`src/rtl/alu_arb_pkg.sv`:
```
// Shared definitions for the ALU arbiter: ALU opcodes, flag bit positions, and arbiter states.
package alu_arb_pkg;

    localparam logic [3:0] OP_PASS_B = 4'b0000;
    localparam logic [3:0] OP_ADD    = 4'b0001;
    localparam logic [3:0] OP_SUB    = 4'b0010;
    localparam logic [3:0] OP_RLC    = 4'b0011;
    localparam logic [3:0] OP_RRC    = 4'b0100;
    localparam logic [3:0] OP_SETC   = 4'b0101;
    localparam logic [3:0] OP_CLRC   = 4'b0110;
    localparam logic [3:0] OP_AND    = 4'b0111;
    localparam logic [3:0] OP_OR     = 4'b1000;
    localparam logic [3:0] OP_XOR    = 4'b1001;
    localparam logic [3:0] OP_PASS_A = 4'b1110;

    // Bit positions inside the {V,C,N,Z} flag nibble
    localparam int unsigned FLAG_Z = 0;
    localparam int unsigned FLAG_N = 1;
    localparam int unsigned FLAG_C = 2;
    localparam int unsigned FLAG_V = 3;

    typedef enum logic {
        S_FREE,
        S_LOCK
    } arb_state_e;

endpackage

```
`src/rtl/rr_pick.sv`:
```
// Combinational round-robin picker: one-hot grant plus its index, searching from ptr+1 upward.
module rr_pick #(
    parameter int unsigned NUM_REQ = 2,
    parameter int unsigned IDX_W   = 1
) (
    input  logic [NUM_REQ-1:0] req,
    input  logic [IDX_W-1:0]   ptr,
    output logic [NUM_REQ-1:0] grant,
    output logic [IDX_W-1:0]   idx
);

    logic [IDX_W-1:0] cand;
    logic             found;

    // Walk ptr+1, ptr+2, ... with wrap; the first asserted request wins.
    always_comb begin
        grant = '0;
        idx   = '0;
        cand  = '0;
        found = 1'b0;
        for (int k = 1; k <= int'(NUM_REQ); k++) begin
            cand = IDX_W'((int'(ptr) + k) % int'(NUM_REQ));
            if (!found && req[cand]) begin
                found       = 1'b1;
                grant[cand] = 1'b1;
                idx         = cand;
            end
        end
    end

endmodule

```
`src/rtl/alu_arbiter.sv`:
```
// Round-robin arbiter sharing one ALU between NUM_REQ requesters, with ownership lock and a
// registered one-cycle response. Optional lock hold timeout: ALU_ARB_LOCK_TIMEOUT_EN.
module alu_arbiter #(
    parameter int unsigned NUM_REQ  = 2,
    parameter int unsigned DATA_W   = 8,
    parameter int unsigned OP_W     = 4,
    parameter int unsigned LOCK_MAX = 15
) (
    input  logic                     clk,
    input  logic                     rst,
    input  logic [NUM_REQ-1:0]       req_valid,
    output logic [NUM_REQ-1:0]       req_ready,
    input  logic [NUM_REQ*DATA_W-1:0] req_a,
    input  logic [NUM_REQ*DATA_W-1:0] req_b,
    input  logic [NUM_REQ*OP_W-1:0]   req_op,
    input  logic [NUM_REQ-1:0]       req_lock,
    output logic [DATA_W-1:0]        alu_a,
    output logic [DATA_W-1:0]        alu_b,
    output logic [OP_W-1:0]          alu_op,
    input  logic [DATA_W-1:0]        alu_out,
    input  logic [3:0]               alu_flags,
    output logic [NUM_REQ-1:0]       rsp_valid,
    output logic [DATA_W-1:0]        rsp_data,
    output logic [3:0]               rsp_flags,
    output logic                     lock_timeout
);
    import alu_arb_pkg::*;

    localparam int unsigned IDX_W = (NUM_REQ > 1) ? $clog2(NUM_REQ) : 1;

    if (LOCK_MAX > 15) begin : g_lock_max_chk
        $error("LOCK_MAX must fit the 4-bit hold counter");
    end

    arb_state_e         state_q, state_d;
    logic [IDX_W-1:0]   rr_ptr_q, rr_ptr_d;
    logic [IDX_W-1:0]   owner_q, owner_d;
    logic [NUM_REQ-1:0] pick_grant, grant;
    logic [IDX_W-1:0]   pick_idx, gidx;
    logic               accept;
    logic               timeout_hit;
    logic [NUM_REQ-1:0] rsp_valid_q;
    logic [DATA_W-1:0]  rsp_data_q;
    logic [3:0]         rsp_flags_q;

    rr_pick #(
        .NUM_REQ (NUM_REQ),
        .IDX_W   (IDX_W)
    ) u_rr_pick (
        .req   (req_valid),
        .ptr   (rr_ptr_q),
        .grant (pick_grant),
        .idx   (pick_idx)
    );

    // While locked only the owner may be granted; otherwise the round-robin pick.
    always_comb begin
        grant = '0;
        gidx  = owner_q;
        if (state_q == S_LOCK) begin
            grant[owner_q] = req_valid[owner_q];
        end else begin
            grant = pick_grant;
            gidx  = pick_idx;
        end
    end

    assign accept    = |grant;
    assign req_ready = grant;

    // Idle drives pass-B of zero so the ALU condition codes are left untouched.
    always_comb begin
        alu_a  = '0;
        alu_b  = '0;
        alu_op = OP_W'(OP_PASS_B);
        if (accept) begin
            alu_a  = req_a[gidx*DATA_W +: DATA_W];
            alu_b  = req_b[gidx*DATA_W +: DATA_W];
            alu_op = req_op[gidx*OP_W +: OP_W];
        end
    end

`ifdef ALU_ARB_LOCK_TIMEOUT_EN
    logic [3:0] hold_cnt_q;

    // Cycles the owner has left the lock unused; an owner accept wins over a same-cycle expiry.
    always_ff @(posedge clk) begin
        if (rst || state_q != S_LOCK || accept) begin
            hold_cnt_q <= '0;
        end else begin
            hold_cnt_q <= hold_cnt_q + 4'd1;
        end
    end

    assign timeout_hit = (state_q == S_LOCK) && !accept && (hold_cnt_q == 4'(LOCK_MAX));
`else
    assign timeout_hit = 1'b0;
`endif

    assign lock_timeout = timeout_hit;

    // Next-state, pointer and owner update.
    always_comb begin
        state_d  = state_q;
        rr_ptr_d = rr_ptr_q;
        owner_d  = owner_q;
        case (state_q)
            S_FREE: begin
                if (accept) begin
                    rr_ptr_d = gidx;
                    if (req_lock[gidx] && NUM_REQ > 1) begin
                        state_d = S_LOCK;
                        owner_d = gidx;
                    end
                end
            end
            S_LOCK: begin
                if (accept) begin
                    if (!req_lock[owner_q]) state_d = S_FREE;
                end else if (timeout_hit) begin
                    // Forced release hands the owner lowest priority next round.
                    state_d  = S_FREE;
                    rr_ptr_d = owner_q;
                end
            end
            default: state_d = S_FREE;
        endcase
    end

    // FSM state, pointer and owner registers.
    always_ff @(posedge clk) begin
        if (rst) begin
            state_q  <= S_FREE;
            rr_ptr_q <= IDX_W'(NUM_REQ - 1);
            owner_q  <= '0;
        end else begin
            state_q  <= state_d;
            rr_ptr_q <= rr_ptr_d;
            owner_q  <= owner_d;
        end
    end

    // Response registers: pulse follows the accept, data/flags hold between responses.
    always_ff @(posedge clk) begin
        if (rst) begin
            rsp_valid_q <= '0;
            rsp_data_q  <= '0;
            rsp_flags_q <= '0;
        end else begin
            rsp_valid_q <= grant;
            if (accept) begin
                rsp_data_q  <= alu_out;
                rsp_flags_q <= alu_flags;
            end
        end
    end

    assign rsp_valid = rsp_valid_q;
    assign rsp_data  = rsp_data_q;
    assign rsp_flags = rsp_flags_q;

endmodule

```
`config.mk`:
```
export PLATFORM = sky130hd
export DESIGN_NAME = alu_arbiter
export DESIGN_NICKNAME = d
export VERILOG_FILES = /design/src/rtl/alu_arb_pkg.sv /design/src/rtl/rr_pick.sv /design/src/rtl/alu_arbiter.sv
export SDC_FILE = /design/constraint.sdc
export NUM_CORES = 1
export LEC_CHECK = 0
export CORE_UTILIZATION = 28
export DETAILED_ROUTE_END_ITERATION = 6
export GPL_TIMING_DRIVEN = 0
export PLACE_DENSITY = 0.75
export RECOVER_POWER = 25
export SLEW_MARGIN = 20
export SYNTH_ARGS = -nofsm -noshare
export SYNTH_HDL_FRONTEND = slang
export SYNTH_HIERARCHICAL = 1
export SYNTH_SLANG_ARGS = --single-unit
export TNS_END_PERCENT = 50
```
`constraint.sdc`:
```
create_clock -name clk -period 2.15 [get_ports clk]
set_input_delay 0.215 -clock clk [delete_from_list [all_inputs] [get_ports clk]]
set_output_delay 0.215 -clock clk [all_outputs]
set_load 0.02 [all_outputs]
```
==> results of run 1 <==
==> flip-flops by register name (all words and copies together) (netlist names) <==
name,count
rsp_data,8
rsp_flags,4
rsp_valid,2
owner_q,1
rr_ptr_q,1
state_q,1
==> power by group <==
part / switching, mW / leakage [nW] / internal, mW
sequential: 0.0241 / 0.140 / 0.360
clock: 0.0888 / 0.0150 / 0.0720
combinational: 0.372 / 0.735 / 0.354
==> layer usage <==
metal / up-vias / wire, um / track usage (%)
met1: 567 / 1390 / 21.9
met2: 77 / 1440 / 30.2
met4: 0 / 14 / 4.36
met3: 2 / 396 / 7.30
li1: 671 / - / -
met5: - / 0 / 0
==> path summary, 6_finish.rpt <==
path,from,end,slack (ns),cells after the start
worst max register to register,rr_ptr_q,rsp_data[2],0.53,5
worst max-delay path,rr_ptr_q,alu_b[7],0.1,6
worst min-delay path,rsp_data[5],rsp_data[5],0.48,1
worst min register to register,rsp_data[5],rsp_data[5],0.48,1
==> worst max-delay path: stages, from the launching register on <==
cell and delay (ns):
dfxtp_2 0.38, a21boi_1 0.11, or2_2 0.37, mux2i_4 0.18, buf_6 0.16, a21oi_1 0.04
dlygate4sd2_1 0.31
==> metrics by stage <==
step | worst slack [ns] | setup TNS (ns) | utilization [%]
detailed placement | -0.636 | -12.12 | 59.0
global route | -0.0214 | -0.0214 | 59.0
global placement | -0.638 | -12.37 | 59.0
floorplan | 0.468 | 0 | -
CTS | 0.0198 | 0 | 60.2
finish | 0.0993 | 0 | 59.0
==> cells in the mapped netlist, types with 2 or more instances <==
cell	number	area [um2]
nand2_1	43	161
buf_4	2	15.0
inv_1	6	22.5
o21ai_0	3	15.0
a22o_1	13	114
buf_2	5	25.0
buf_6	2	22.5
a21boi_0	2	15.0
and2_1	2	12.5
mux2i_1	3	30.0
clkbuf_1	2	7.51
dfxtp_1	17	340
nand3_1	2	10.0
a21oi_1	20	100
==> cells by family after synthesis <==
logic type | count (synthesis) | synth area share (%)
compound gates | 45 | 28.8
buf+inv | 17 | 9.00
flops | 17 | 33.1
mux | 5 | 5.47
other cells | 1 | 0.365
simple gates | 55 | 23.2
==> layout make-up <==
class | instances | share of cell area [%]
inverter | 6 | 1.12
clock buffer | 4 | 1.30
tap | 46 | 2.85
multi-input combinational | 106 | 30.9
buffer | 11 | 4.78
sequential | 17 | 16.9
timing repair buffer | 93 | 42.1
==> summary.md, run 1 <==
| Metric | Value |
|---|---|
| Filler cells | `339` |
| Pwr Density | `630 nW/um2` |
| Worst hold slack | `0.481 ns` |
| Critical Path Start Type | `flop` |
| Wire length per cell | `11.4 um` |
| Num CTS Buffers | `3` |
| Critical path peak fanout | `10` |
| Most frequently used flop master after synthesis | `dfxtp_1` |
| RePlAce Congestion | `0.828` |
| Drt first pass iters | `4` |
| Drt drc | `0` |
| Synthesized flop and latch total | `17` |
| WS Path Type | `flop to output port` |
| Area of the multi-input gates | `623 um2` |
| Synthesized Nets | `198` |
| Clock Latency Late Sink | `0.28 ns` |
| Count of port buffers added during placement | `93` |
| Largest net degree at the start of global routing | `11` |
| Routed vias/inst | `4.65` |
| Die area | `3920 um2` |
| Area grow syn2layout | `96.1%` |
| Final setup viols | `0` |
| Status | `finished clean` |
| Initial antenna violation count | `0` |
| Antenna fix cells | `0` |
| Cell leakage power | `0.890 nW` |
| Synth Cell Area | `1030 um2` |
| Detailed Route Iter0 Violations | `33` |
| Gr ovfl total | `0` |
| Max-cap violation count | `0` |
| Detail Route Antenna Nets | `0` |
| Maximum vdd ir drop | `0.225 mV` |
| Longest Clk Path Bufs | `2` |
| Synth cell types | `32` |
| Sequential Area | `342 um2` |
| RSZ-0062 raised after global routing | `true` |
| I/O pins | `95` |
| FP Rows | `21` |
| Dpl hpwl | `2540 um` |
| Cell area after placement | `2020 um2` |
| Total Power | `1.27 mW` |
| Layout Skew | `0.000348 ns` |
| Die Span Y | `62.6 um` |
| Commonest non-fill, non-tap cell in the layout | `clkdlybuf4s50_1` |
| F_max | `488 MHz` |
| Sequential-to-total area share from yosys stat | `33.1%` |
| CTS tree | `built` |
| Tmin final | `2.05 ns` |
| Commonest cells after routing, fill and taps aside | `clkdlybuf4s50_1, nand2_1, a21oi_1` |
| Tcrit/Tclk final | `95.4%` |
| Max-slew violation count | `0` |
| Ys async rst share | `0%` |
| Via count | `1317` |
| Synth warnings | `6` |
| Root Driver | `clkbuf_4` |
| Global-route wire length before repair | `5890 um` |
| Final Hold Vio Count | `0` |
| Number of global-route vias before repair | `1349` |
| Crit. End Element | `output port` |
| Crit path DAT | `1.84 ns` |
| Worst-path clk slew | `0.09 ns` |
| Dpl cells | `279` |
| Total GRT Usage | `18.2%` |
| Final net count | `296` |
| Worst endpoint required time | `1.93 ns` |
| Clock sink count | `17` |
| Final Non-Filler Cells | `283` |
| PostCTS Resize Cnt | `46` |
| Die W | `62.6 um` |
| Syn Area/Cell | `7.35 um2` |
| Cell area after layout | `2020 um2` |
| Drt total wl | `3240 um` |
| Initial core utilization | `30.1%` |
| Share of layout cells above drive strength 1 | `17.7%` |
| Post-synth EDFFs | `0` |
| Hold_buf cts | `0` |
| Post-CTS Setup Inserts | `0` |
| Mapped Cells | `140` |
| H-tree levels | `1` |
| Core area | `3420 um2` |
| Min-Delay Path Class | `flop to flop` |
No activity file was read; power rests on OpenSTA's default activity.
==> run 2, diff against run 1 <==
--- a/config.mk
+++ b/config.mk
@@ -5,11 +5,14 @@
 export SDC_FILE = /design/constraint.sdc
 export NUM_CORES = 1
 export LEC_CHECK = 0
+export CORE_ASPECT_RATIO = 1.2
 export CORE_UTILIZATION = 28
+export CTS_CLUSTER_DIAMETER = 100
 export DETAILED_ROUTE_END_ITERATION = 6
 export GPL_TIMING_DRIVEN = 0
 export PLACE_DENSITY = 0.75
 export RECOVER_POWER = 25
+export SETUP_SLACK_MARGIN = 0.15
 export SLEW_MARGIN = 20
 export SYNTH_ARGS = -nofsm -noshare
 export SYNTH_HDL_FRONTEND = slang
==> summary.md, run 2 (synthesis gave the netlist of run 1 again) <==
| Metric | Value |
|---|---|
| Cell leakage power | `0.925 nW (+3.9%)` |
| Post-Route Setup TNS | `0 ns (unchanged)` |
| H-tree levels | `1 (unchanged)` |
| Via count | `1335 (+1.4%)` |
| Status | `finished with violations` |
| Commonest non-fill, non-tap cell in the layout | `clkdlybuf4s50_1` |
| Worst endpoint required time | `1.93 ns (about the same)` |
| Number of global-route vias before repair | `1207 (-11%)` |
| Die W | `57.3 um (-8.4%)` |
| Crit-path cells | `dlygate4sd2_1 > a21boi_4 > mux2_2 > buf_2 > nand2_1 > a21oi_1 > dlygate4sd2_1` |
| Total Power | `1.34 mW (+5.5%)` |
| Critical path peak fanout | `10 (unchanged)` |
| Detailed Route Iter0 Violations | `66 (+100%)` |
| Largest register FFs | `8 (unchanged)` |
| Longest Clk Path Bufs | `2 (unchanged)` |
| Root Driver | `clkbuf_8` |
| F_max | `498 MHz (+2.1%)` |
| CTS tree | `built` |
| Max-cap violation count | `0 (unchanged)` |
| Maximum vdd ir drop | `0.260 mV (+16%)` |
| Detail Route Antenna Nets | `0 (unchanged)` |
| Flop2flop setup slack | `0.56 ns (+0.03 ns)` |
| Pwr Density | `649 nW/um2 (+2.9%)` |
| FP Rows | `23 (+9.5%)` |
| Die Span Y | `68.4 um (+9.2%)` |
| RSZ-0062 raised after global routing | `true` |
| Post-CTS Setup Inserts | `0 (unchanged)` |
| Wire length per cell | `11.9 um (+3.8%)` |
| Critical Path Start Type | `input pin` |
| Initial antenna violation count | `0 (unchanged)` |
| Gr ovfl total | `0 (unchanged)` |
| Die area | `3920 um2 (about the same)` |
| Crit path max-delay family | `buffers and inverters` |
| RePlAce Congestion | `0.758 (-8.4%)` |
| WS Path Type | `input pin to output port` |
| Antenna fix cells | `0 (unchanged)` |
| CP max stage cell | `dlygate4sd2_1` |
| Crit path DAT | `1.79 ns (-0.05 ns)` |
| Min-Delay Path Class | `flop to flop` |
| I/O pins | `95 (unchanged)` |
| Tmin final | `2.01 ns (-0.0418 ns)` |
| Tcrit/Tclk final | `93.4% (-1.9 points)` |
| Util after Layout | `60.4% (+1.3 points)` |
| Routed vias/inst | `4.85 (+4.3%)` |
| Final Hold Vio Count | `0 (unchanged)` |
| Core area | `3420 um2 (+0.26%)` |
| Num CTS Buffers | `3 (unchanged)` |
| Failing checks | `design-rule violations` |
| Global-route wire length before repair | `5200 um (-12%)` |
| Final net count | `297 (+0.34%)` |
| Area grow syn2layout | `101%` |
| Worst stage delay on the critical path | `0.35 ns (-0.03 ns)` |
| Crit path buf inv count | `3 (+1)` |
| Drt first pass iters | `7 (+3)` |
| Worst-path clk slew | `0.06 ns (-0.03 ns)` |
| Count of port buffers added during placement | `93 (unchanged)` |
| Initial core utilization | `30.0% (-0.077 points)` |
| Final setup viols | `0 (unchanged)` |
| Worst hold slack | `0.463 ns (-0.0174 ns)` |
| Largest net degree at the start of global routing | `11 (unchanged)` |
| Drt total wl | `3270 um (+0.83%)` |
| Crit-path most repeated cell | `dlygate4sd2_1` |
| Clock sink count | `17 (unchanged)` |
| Total GRT Usage | `16.9% (-1.3 points)` |
| Max-slew violation count | `0 (unchanged)` |
| Dpl hpwl | `2550 um (about the same)` |
| Layout Skew | `0.000586 ns (+0.000238 ns)` |
| Crit. End Element | `output port` |
| Clock Latency Late Sink | `0.24 ns (-0.04 ns)` |
| Commonest cells after routing, fill and taps aside | `clkdlybuf4s50_1, nand2_1, a21oi_1` |
| Share of layout cells above drive strength 1 | `14.7% (-3.0 points)` |
| Drt drc | `7 (+7)` |
## run 2: final cells by class
cell class / instances / area [um2]
Inverter: 6 / 22.5
Tap cell: 37 / 46.3
Timing Repair Buffer: 94 / 893
Sequential cell: 17 / 342
Buffer: 11 / 92.6
Fill cell: 329 / 1360
Multi-Input combinational cell: 106 / 626
Clock buffer: 4 / 45.0
## run 2: routing by layer
layer  wire length (um)  part of all wire (%)  track usage (%)
met1               1330                    41             18.9
met2               1520                    46             30.0
met3                421                    13             5.48
met4                  0                     0             6.40
met5                  0                     0                0
## run 2: through the flow
| step | setup slack [ns] | std cells | instance area, um2 |
|---|---|---|---|
| global placement | -0.656 | 270 | 2010 |
| detailed placement | -0.691 | 270 | 2010 |
| finish | 0.141 | 275 | 2070 |
| global route | 0.0184 | 275 | 2070 |
| floorplan | 0.468 | 140 | 1030 |
| CTS | 0.153 | 275 | 2100 |
## run 2: what timing repair did
item | in CTS | in global routing
gates cloned | 1 | 0
endpoints found under the setup margin | 22 | 21
hold buffers | 0 | 0
gates resized for setup | 54 | 15
## run 2: path summary, 6_finish.rpt
| path | start | to | depth (start not counted) |
|---|---|---|---|
| max | req_valid[1] | alu_b[3] | 7 |
| min | rsp_flags[0] | rsp_flags[0] | 1 |
| max reg2reg | rr_ptr_q | rsp_data[6] | 5 |
| min reg2reg | rsp_flags[0] | rsp_flags[0] | 1 |
## run 2: power by group
group,switching (mW),internal (mW),leakage (nW),total (mW)
logic,0.373,0.360,0.762,0.734
clock network,0.0932,0.131,0.0228,0.224
registers,0.0225,0.360,0.140,0.383
total,0.489,0.852,0.925,1.34
==> run 3, diff against run 2 <==
--- a/config.mk
+++ b/config.mk
@@ -6,7 +6,7 @@
 export NUM_CORES = 1
 export LEC_CHECK = 0
 export CORE_ASPECT_RATIO = 1.2
-export CORE_UTILIZATION = 28
+export CORE_UTILIZATION = 27
 export CTS_CLUSTER_DIAMETER = 100
 export DETAILED_ROUTE_END_ITERATION = 6
 export GPL_TIMING_DRIVEN = 0
==> constraint.sdc (replaced) <==
create_clock -name clk -period 1.8 [get_ports clk]
set_input_delay 0.18 -clock clk [delete_from_list [all_inputs] [get_ports clk]]
set_output_delay 0.18 -clock clk [all_outputs]
set_load 0.02 [all_outputs]
==> summary.md, run 3 (synthesis gave the netlist of run 1 again) <==
| Metric | Value |
|---|---|
| Die area | `4060 um2 (+3.6%)` |
| Final net count | `306 (+3.0%)` |
| Dpl cells | `285 (+5.6%)` |
| Area grow syn2layout | `118%` |
| Cell leakage power | `0.966 nW (+4.4%)` |
| Layout Skew | `0.000868 ns (+0.000282 ns)` |
| Pre-CTS setup slack | `-0.964 ns (-0.274 ns)` |
| Via count | `1365 (+2.2%)` |
| Crit-path most repeated cell | `buf_6` |
| Critical Path Start Type | `flop` |
| Die W | `58.3 um (+1.8%)` |
| Pwr Density | `782 nW/um2 (+21%)` |
| Min-Delay Path Class | `flop to flop` |
| Total GRT Usage | `16.6% (-0.25 points)` |
| Drt total wl | `3420 um (+4.7%)` |
| Dpl hpwl | `2430 um (-4.8%)` |
| Total Power | `1.75 mW (+31%)` |
| Share of layout cells above drive strength 1 | `29.6% (+15 points)` |
| Clock sink count | `17 (unchanged)` |
| Commonest cells after routing, fill and taps aside | `clkdlybuf4s50_1, nand2_1, buf_4` |
| Die Span Y | `69.6 um (+1.8%)` |
| Crit path max-delay family | `buffers and inverters` |
| CP max stage cell | `mux2_4` |
| Crit path DAT | `1.60 ns (-0.19 ns)` |
| Worst stage delay on the critical path | `0.32 ns (-0.03 ns)` |
| Core area | `3630 um2 (+6.1%)` |
| Crit. End Element | `output port` |
| Routed vias/inst | `4.57 (-6.0%)` |
| Crit path buf inv count | `4 (+1)` |
| Drt first pass iters | `4 (-3)` |
| Initial antenna violation count | `0 (unchanged)` |
| Antenna fix cells | `0 (unchanged)` |
| Wire length per cell | `11.4 um (-3.7%)` |
| Final Non-Filler Cells | `299 (+8.7%)` |
| Worst endpoint required time | `1.62 ns (-0.31 ns)` |
| Tcrit/Tclk final | `99.1%` |
| RePlAce Congestion | `0.792 (+4.4%)` |
| Final setup viols | `0 (unchanged)` |
| Final Hold Vio Count | `0 (unchanged)` |
| Crit-path cells | `buf_6 > mux2_4 > mux2i_4 > buf_6 > buf_6 > a21oi_1 > buf_4` |
| Drt drc | `0 (-7)` |
| Longest Clk Path Bufs | `2 (unchanged)` |
| Root Driver | `clkbuf_8` |
| CTS tree | `built` |
| Maximum vdd ir drop | `0.334 mV (+28%)` |
| Largest net degree at the start of global routing | `11 (unchanged)` |
| FP Rows | `24 (+4.3%)` |
| Detail Route Antenna Nets | `0 (unchanged)` |
| Status | `finished clean` |
| Num CTS Buffers | `3 (unchanged)` |
| Count of port buffers added during placement | `93 (unchanged)` |
| RSZ-0062 raised after global routing | `true` |
| I/O pins | `95 (unchanged)` |
| Tmin final | `1.78 ns` |
| Critical path peak fanout | `5 (-5)` |
| Max-slew violation count | `0 (unchanged)` |
| F_max | `560 MHz` |
| Initial core utilization | `28.3% (-1.7 points)` |
| H-tree levels | `1 (unchanged)` |
| Final WS setup | `0.0156 ns (-0.125 ns)` |
| Worst-path clk slew | `0.06 ns (about the same)` |
| Number of global-route vias before repair | `1293 (+7.1%)` |
| Clock Latency Late Sink | `0.24 ns (about the same)` |
| Largest register FFs | `8 (unchanged)` |
| Max-cap violation count | `0 (unchanged)` |
| WS Path Type | `flop to output port` |
| Commonest non-fill, non-tap cell in the layout | `clkdlybuf4s50_1` |
| Detailed Route Iter0 Violations | `36 (-45%)` |
| Gr ovfl total | `0 (unchanged)` |
| Global-route wire length before repair | `5420 um (+4.3%)` |
==> run 3: changes by cell type in the layout (fill, tap and decap cells not counted), sizes merged <==
cell / before / now
dlygate4sd2: 9 / 2
clkdlybuf4s50: 61 / 65
clkbuf: 14 / 6
buf: 10 / 41
dlymetal6s2s: 1 / 0
dlygate4sd3: 8 / 4
clkdlybuf4s15: 6 / 0
==> run 3: timing repair <==
action | in CTS | in global routing
gates cloned | 2 | 0
endpoints found under the setup margin | 33 | 32
pin swaps | 4 | 6
setup buffers | 7 | 1
hold buffers | 0 | 0
gates resized for setup | 137 | 28
==> run 3: layout make-up <==
| type | instances | area [um2] |
|---|---|---|
| clock buffer | 4 | 45.0 |
| buffer | 11 | 109 |
| fill | 340 | 1390 |
| timing repair buffer | 103 | 965 |
| multi-input combinational | 106 | 691 |
| sequential | 17 | 347 |
| inverter | 6 | 22.5 |
| tap | 52 | 65.1 |
==> run 3: metrics by stage <==
stage               TNS [ns]  util [%]  instance area (um2)  hold slack [ns]
detailed placement    -21.98      55.7                 2020            0.457
global route          -0.508      61.7                 2240            0.480
floorplan                  0         -                 1030            0.292
CTS                        0      59.4                 2160            0.476
finish                     0      61.7                 2240            0.474
global placement      -21.97      55.7                 2020            0.457
==> run 3: final timing paths <==
| check | start | endpoint | slack, ns | cells after the start |
|---|---|---|---|---|
| worst max-delay path | owner_q | alu_b[4] | 0.02 | 7 |
| worst max register to register | rr_ptr_q | rsp_data[4] | 0.18 | 7 |
| worst min register to register | rsp_flags[2] | rsp_flags[2] | 0.47 | 1 |
| worst min-delay path | rsp_flags[2] | rsp_flags[2] | 0.47 | 1 |
==> run 3: routing by layer <==
| layer | wire [um] | up-vias | GRT usage (%) |
|---|---|---|---|
| li1 | - | 693 | - |
| met1 | 1530 | 586 | 20.6 |
| met2 | 1560 | 82 | 28.6 |
| met3 | 300 | 4 | 3.54 |
| met4 | 28 | 0 | 4.50 |
| met5 | 0 | - | 0 |
==> run 3: where the power goes <==
group | internal [mW] | switching, mW
clock network | 0.157 | 0.116
logic | 0.531 | 0.488
registers | 0.432 | 0.0304
total | 1.12 | 0.635
